[src/rtl/ysyx_25040118_regfile_sb.sv]
// GPR file with NREAD combinational read ports, one write port, optional
// write-to-read forwarding and a per-register busy scoreboard with busy count.
module ysyx_25040118_regfile_sb #(
  parameter int unsigned ADDR_WIDTH = 5,
  parameter int unsigned DATA_WIDTH = 32,
  parameter int unsigned NREAD      = 2,
  parameter int unsigned BYPASS     = 1
) (
  input  logic                          clk,
  input  logic                          rst_n,
  input  logic                          wen,
  input  logic [ADDR_WIDTH-1:0]         waddr,
  input  logic [DATA_WIDTH-1:0]         wdata,
  input  logic [NREAD*ADDR_WIDTH-1:0]   raddr,
  output logic [NREAD*DATA_WIDTH-1:0]   rdata,
  output logic [NREAD-1:0]              rbusy,
  input  logic                          set_en,
  input  logic [ADDR_WIDTH-1:0]         set_addr,
  output logic [ADDR_WIDTH:0]           busy_cnt
);

  localparam int unsigned DEPTH = 1 << ADDR_WIDTH;
  localparam logic [ADDR_WIDTH:0] CNT_ONE = 1;

  logic [DATA_WIDTH-1:0] rf_q [DEPTH];
  logic [DATA_WIDTH-1:0] rf_d [DEPTH];
  logic [DEPTH-1:0]      busy_q, busy_d;
  logic [ADDR_WIDTH:0]   busy_cnt_q, busy_cnt_d;

  logic set_hit, clr_hit, cnt_inc, cnt_dec;
  logic wr_hit;

  assign wr_hit = wen && (waddr != '0);

  always_comb begin
    rf_d = rf_q;
    if (wr_hit) begin
      rf_d[waddr] = wdata;
    end
    rf_d[0] = '0;
  end

  // A set on the same index as a clear wins: the newly issued producer owns it.
  always_comb begin
    set_hit = set_en && (set_addr != '0);
    clr_hit = wr_hit && !(set_hit && (set_addr == waddr));
    busy_d  = busy_q;
    if (clr_hit) begin
      busy_d[waddr] = 1'b0;
    end
    if (set_hit) begin
      busy_d[set_addr] = 1'b1;
    end
    busy_d[0] = 1'b0;
  end

  // Incremental popcount: at most one bit rises and one falls per edge.
  always_comb begin
    cnt_inc    = set_hit && !busy_q[set_addr];
    cnt_dec    = clr_hit && busy_q[waddr];
    busy_cnt_d = busy_cnt_q;
    if (cnt_inc && !cnt_dec) begin
      busy_cnt_d = busy_cnt_q + CNT_ONE;
    end else if (cnt_dec && !cnt_inc) begin
      busy_cnt_d = busy_cnt_q - CNT_ONE;
    end
  end

  always_ff @(posedge clk or negedge rst_n) begin
    if (!rst_n) begin
      rf_q       <= '{default: '0};
      busy_q     <= '0;
      busy_cnt_q <= '0;
    end else begin
      rf_q       <= rf_d;
      busy_q     <= busy_d;
      busy_cnt_q <= busy_cnt_d;
    end
  end

  always_comb begin
    logic [ADDR_WIDTH-1:0] ra;
    logic                  fwd;
    rdata = '0;
    rbusy = '0;
    ra    = '0;
    fwd   = 1'b0;
    for (int unsigned k = 0; k < NREAD; k++) begin
      ra  = raddr[k*ADDR_WIDTH +: ADDR_WIDTH];
      fwd = (BYPASS != 0) && wen && (waddr == ra);
      if (ra == '0) begin
        rdata[k*DATA_WIDTH +: DATA_WIDTH] = '0;
        rbusy[k]                          = 1'b0;
      end else begin
        rdata[k*DATA_WIDTH +: DATA_WIDTH] = fwd ? wdata : rf_q[ra];
        rbusy[k]                          = busy_q[ra] && !fwd;
      end
    end
  end

  assign busy_cnt = busy_cnt_q;

endmodule

[config.mk]
export PLATFORM = sky130hd
export DESIGN_NAME = ysyx_25040118_regfile_sb
export DESIGN_NICKNAME = d
export VERILOG_FILES = /design/src/rtl/ysyx_25040118_regfile_sb.sv
export SDC_FILE = /design/constraint.sdc
export NUM_CORES = 2
export LEC_CHECK = 0
export ABC_AREA = 1
export BUFFER_PORTS_ARGS = -buffer_cell sky130_fd_sc_hd__clkbuf_2
export CAP_MARGIN = 10
export CORE_MARGIN = 10
export CORE_UTILIZATION = 30
export CTS_CLUSTER_SIZE = 20
export DETAILED_ROUTE_END_ITERATION = 8
export PLACE_DENSITY = 0.44
export SLEW_MARGIN = 20
export SYNTH_ARGS = -nofsm -noshare
export SYNTH_HDL_FRONTEND = slang
export SYNTH_SLANG_ARGS = --single-unit
[constraint.sdc]
create_clock -name clk -period 6 [get_ports clk]
set_input_delay 0.9 -clock clk [delete_from_list [all_inputs] [get_ports clk]]
set_output_delay 0.9 -clock clk [all_outputs]
set_load 0.005 [all_outputs]
Yosys cells after proc, flatten, opt, wreduce, memory -nomap -nowiden --
Index checks and enable logic that the tools add are counted.
Word-level totals: register bits after elaboration 1029, input port bits 56, output and inout port bits 72
Cells by class: add/sub/neg operators 2, $lt $le $gt $ge 10, equality and inequality tests 3, mux-type cells 31, bitwise logic cells 6, reductions and logical operators 26
Operator list (count):
- bitwise mux 1024 bit | 1
- 2-to-1 mux 32 bit | 11
- binary-select mux 32 bit (select 5 bit) | 2
- demux 32 bit (select 5 bit) | 1
- AND 32 bit | 1
- inverter 32 bit | 1
- OR 32 bit | 1
- < comparator 5 x 6 -> 1 bit, second input constant | 4
- binary-select mux 1 bit (select 5 bit) | 4
- greater-or-equal comparator 6 bit, second input constant | 3
- inverter 5 -> 6 bit | 3
- == test 5 bit | 3
- logical AND 1 bit | 15
- 2-to-1 mux 6 bit | 2
- demux 1 bit (select 5 bit) | 2
- greater-or-equal comparator 5 x 1 -> 1 bit, second input constant | 2
- zero test 5 bit | 2
- nonzero test 5 bit | 2
- 2-to-1 mux 1 bit | 8
- adder 6 x 1 -> 6 bit, second input constant | 1
- zero test 1 bit | 6
- < comparator 6 x 1 -> 1 bit, second input constant | 1
- subtractor 6 x 1 -> 6 bit, second input constant | 1
- nonzero test 2 bit | 1

Logic depth before layout (Yosys ltp) --
depth in word-level cells 9, mapped depth 21

Worst setup path before layout --
No wires, ideal clock.
path type input-to-reg, from input set_addr[1], to register busy_cnt_q[5], in the netlist busy_cnt[5], arrival 3.202 ns, path slack 2.682 ns, cell stages on the path 20, cells stage by stage buf_2 > inv_1 > nand2_1 > o21ai_2 > clkinv_1 > clkbuf_1 > nand2_1 > nor3_1 > ha_1 > inv_1 > ha_1 > nand3_1 > nand3_1 > nand2_1 > a21oi_1 > nor2_1 > nand2_1 > nand2_1 > nand2_1 > nand2_1
On the way: cells in the longest elaborated chain, start to end 9
RTL lines:
- start, declared | line 18 | input logic [ADDR_WIDTH-1:0] set_addr,
- branches (longest 9 deep; another with binary-select mux 1 bit (select 5 bit))
- end signal, assigned | line 77 | busy_cnt_q <= busy_cnt_d;
- end, declared | line 28 | logic [ADDR_WIDTH:0] busy_cnt_q, busy_cnt_d;
Parallel ways; which one is timed is not known. The select of a mux whose other input is x is not followed. A chain may end at the register's enable or synchronous reset.

Worst setup path after layout --
from input raddr[0], to output rdata[31]
On the way: cells in the longest elaborated chain, start to end 6
RTL lines:
- start, declared | line 14 | input logic [NREAD*ADDR_WIDTH-1:0] raddr,
- inverter 5 -> 6 bit (implied by the code) | line 95 | rdata[k*DATA_WIDTH +: DATA_WIDTH] = fwd ? wdata : rf_q[ra];
- binary-select mux 32 bit (select 5 bit) | line 95
- 2-to-1 mux 32 bit (implied by the code) (2 in a row) | line 95
- 2-to-1 mux 32 bit | line 95
- 2-to-1 mux 32 bit (*) | line 91 | if (ra == '0) begin
- end, declared | line 15 | output logic [NREAD*DATA_WIDTH-1:0] rdata,
Every way passes the cells marked *; elsewhere a longest branch is shown, timed or not. The select of a mux whose other input is x is not followed.

==> flow_summary.toml <==
[cts]
cts.clk_slew.worst_paths_ns = 0.07
cts-resized-gates = 0
clk_latency_ns = 0.76
cts_setup_buffers = 0
postCtsHoldBufs = 0
cts_num_sinks = 1029
htreeDepth = 3
cts_tree = "built"
cts_buffers = 121
ctsLongestPathBuffers = 3
clock-root-buffer = "clkbuf_16"

[sta]
fmax_ghz = 0.207
setup-violations-final = 0
slew_headroom = 0.240
fin_tns_setup_ns = 0
finalHoldViolCount = 0
period_minus_slack_ns = 4.84
hold_slack_ns = 0.137
finalCritPeriodShare = 0.806
finalClockSkew_ns = 0.0235
slew_violations = 0
rsz0062_at_grt = "no"
tightest_slew_ns = 1.14

[grt]
grt_util_met2 = 0.400
grt_pass1_vias = 54700
gr-usage-all-layers = 0.257
busiest_layer = "met2"
grt_util_met1 = 0.358
antenna_found_initial = 19
grt_start_max_net_pins = 144
gr-usage-met3 = 0.0463
grt_first_pass_wirelength_mm = 406
grt-ovfl-total = 0

[critical_path]
startpoint_type = "primary input"
worst_ep_arrival_time_ns = 3.94
required_ns = 5.10
reg2reg_depth = 18
slowest_delay_ns = 0.50
crit_slowest_cell = "nand3_1"
worstReg2RegStart = "busy_q[2]"
setup.worst_path.class = "in -> out"
r2r_end = "busy_cnt[5]"
cp_max_fo = 73
end_kind = "output pin"
rrSetupSlack_ns = 2.75
cp_common_cell = "nand2_1"
cp_cell_sequence = "buf_8 -> inv_8 -> nor2_4 -> buf_12 -> nand2_1 -> nand3_1 -> nand3_1 -> nand2_1 -> nand2_1 -> nand3_1 -> nand2_1 -> inv_1 -> clkbuf_2"

[route]
drc = 0
route.final.wire_length_mm = 283
drt_first_pass_iters = 8
wl_per_cell_um = 27.0
vias_per_cell = 5.56
ant_nets = 0
drt_iter0_drc = 7196
num_vias = 58300

[synth]
synthArstFlopShare = 1.00
syn_avg_cell_area_um2 = 7.23
synth_ff_type = "dfrtp_1"
synth.most_common_cell = "nand2_1"
synth_cells = 8117
synth_area_leader_cell = "dfrtp_1"
ys_seq_area_frac = 0.439
yosys-top-cells-area = "dfrtp_1 44%, nand2_1 13%, o21ai_0 11%, nand3_1 8.8%, o211ai_1 5.5%"
synth.distinct_cells = 40
ys_seq_elements = 1029
yosysTopAreaCellShare = 0.439
ys_warn_count = 0
synth_edf_count = 0
synthTopCellsByCount = "2010 x nand2_1, 1271 x o21ai_0, 1033 x nand3_1, 1029 x dfrtp_1, 685 x inv_1"
syn_nets = 8179
netlist_area_um2 = 58700

[floorplanning]
io_pins = 128
die_area_um2 = 214000
start_util = 0.301
rows = 162
die_x_um = 462
die_y_um = 462
core_area_um2 = 195000

[power]
p_per_area_nw_per_um2 = 330
ir_worst_vdd_mv = 0.240
power.leakage_nw = 29.1

[finish]
drive_gt1_frac = 0.0723
area_growth_pct = 11.0
nets = 7821
layoutNonFillerInstCount = 10500

[placed_design]
place_inst = 10300
numPortBuffers = 127
place.detailed.hpwl_mm = 157
place_congestion = 0.855

[status]
status = "finished clean"

[job]
maxCapViolations = 0

[min_path]
min_path_type = "in -> async"
-- layout by cell type, fill, tap and decap left out, drive strengths merged --
| master | synthesis | final |
|---|---|---|
| o2111ai | 4 | 4 |
| o21bai | 1 | 1 |
| diode | 0 | 8 |
| clkinv | 5 | 20 |
| buf | 366 | 156 |
| dfrtp | 1029 | 1029 |
| o21ai | 1374 | 1374 |
| nand3 | 1034 | 1034 |
| or2 | 22 | 22 |
| bufinv | 0 | 7 |
| a31oi | 10 | 10 |
| fa | 1 | 1 |
| o211ai | 429 | 429 |
| clkbuf | 387 | 309 |
| nand3b | 1 | 1 |
| a21boi | 1 | 1 |
| inv | 704 | 711 |
| nand4 | 6 | 6 |
| o22ai | 31 | 31 |
| nand2 | 2017 | 2017 |
| xor2 | 3 | 3 |
| nor2 | 141 | 141 |
| clkinvlp | 0 | 2 |
| xnor2 | 6 | 6 |
| nor4 | 1 | 1 |
| nor3 | 19 | 19 |
| ha | 5 | 5 |
| o31ai | 4 | 4 |
| a21oi | 516 | 516 |
-- stage by stage --
| stage | setup slack, ns | util | area (um2) | total power, W |
|---|---|---|---|---|
| floorplan | 2.68 | - | 58700 | 0.0122 |
| global placement | 1.18 | 0.313 | 61000 | 0.0137 |
| detailed placement | 1.18 | 0.313 | 61000 | 0.0138 |
| CTS | 1.18 | 0.334 | 65100 | 0.0216 |
| global route | 1.16 | 0.334 | 65100 | 0.0227 |
| finish | 1.16 | 0.334 | 65100 | 0.0215 |
-- cell type report --
class,instances,area (um2)
clock buffer,193,3670
timing repair buffer,272,2170
multi-input combinational,5626,27100
tap,2624,3280
antenna,8,20.0
sequential,1029,25700
inverter,709,2710
fill,20900,130000
clock inverter,31,394
-- worst max path at each step --
stage | to | start
3_3_place_gp | rdata[31] | raddr[0]
3_5_place_dp | rdata[31] | raddr[0]
6_report | rdata[31] | raddr[0]
5_1_grt | rdata[31] | raddr[0]
2_1_floorplan | busy_cnt[5] | set_addr[1]
4_1_cts | rdata[31] | raddr[0]
-- metal layers --
layer | wire length, um | share of wire
met1 | 124000 | 0.44
met2 | 125000 | 0.44
met3 | 22900 | 0.081
met4 | 10900 | 0.039
met5 | 51 | 0.00018
-- critical path: cells and delay by family --
family	cells	cell delay [ns]
and+or+nand+nor	8	1.47
buffers and inverters	5	1.39
-- power by group --
part	switching (W)	internal (W)	total [W]
clock	0.00326	0.00447	0.00772
sequential	0.000853	0.00835	0.00921
combinational	0.00305	0.00151	0.00456
-- cell families (layout without fill, tap and decap cells) --
family	Yosys count	count (layout)	share of synthesized area
other	0	8	0
adders and majority gates	6	6	0.00141
xor gates and xnor gates	9	9	0.00134
AOI/OAI and AO/OA	2370	2370	0.222
and+or+nand+nor	3241	3241	0.234
buffers and inverters	1462	1205	0.102
DFF	1029	1029	0.439
-- sequential cells by signal (all words and copies together) (netlist names) --
register / cells
busy_cnt: 6
rf_q: 992
busy_q: 31
(Power assumes the default switching activity.)
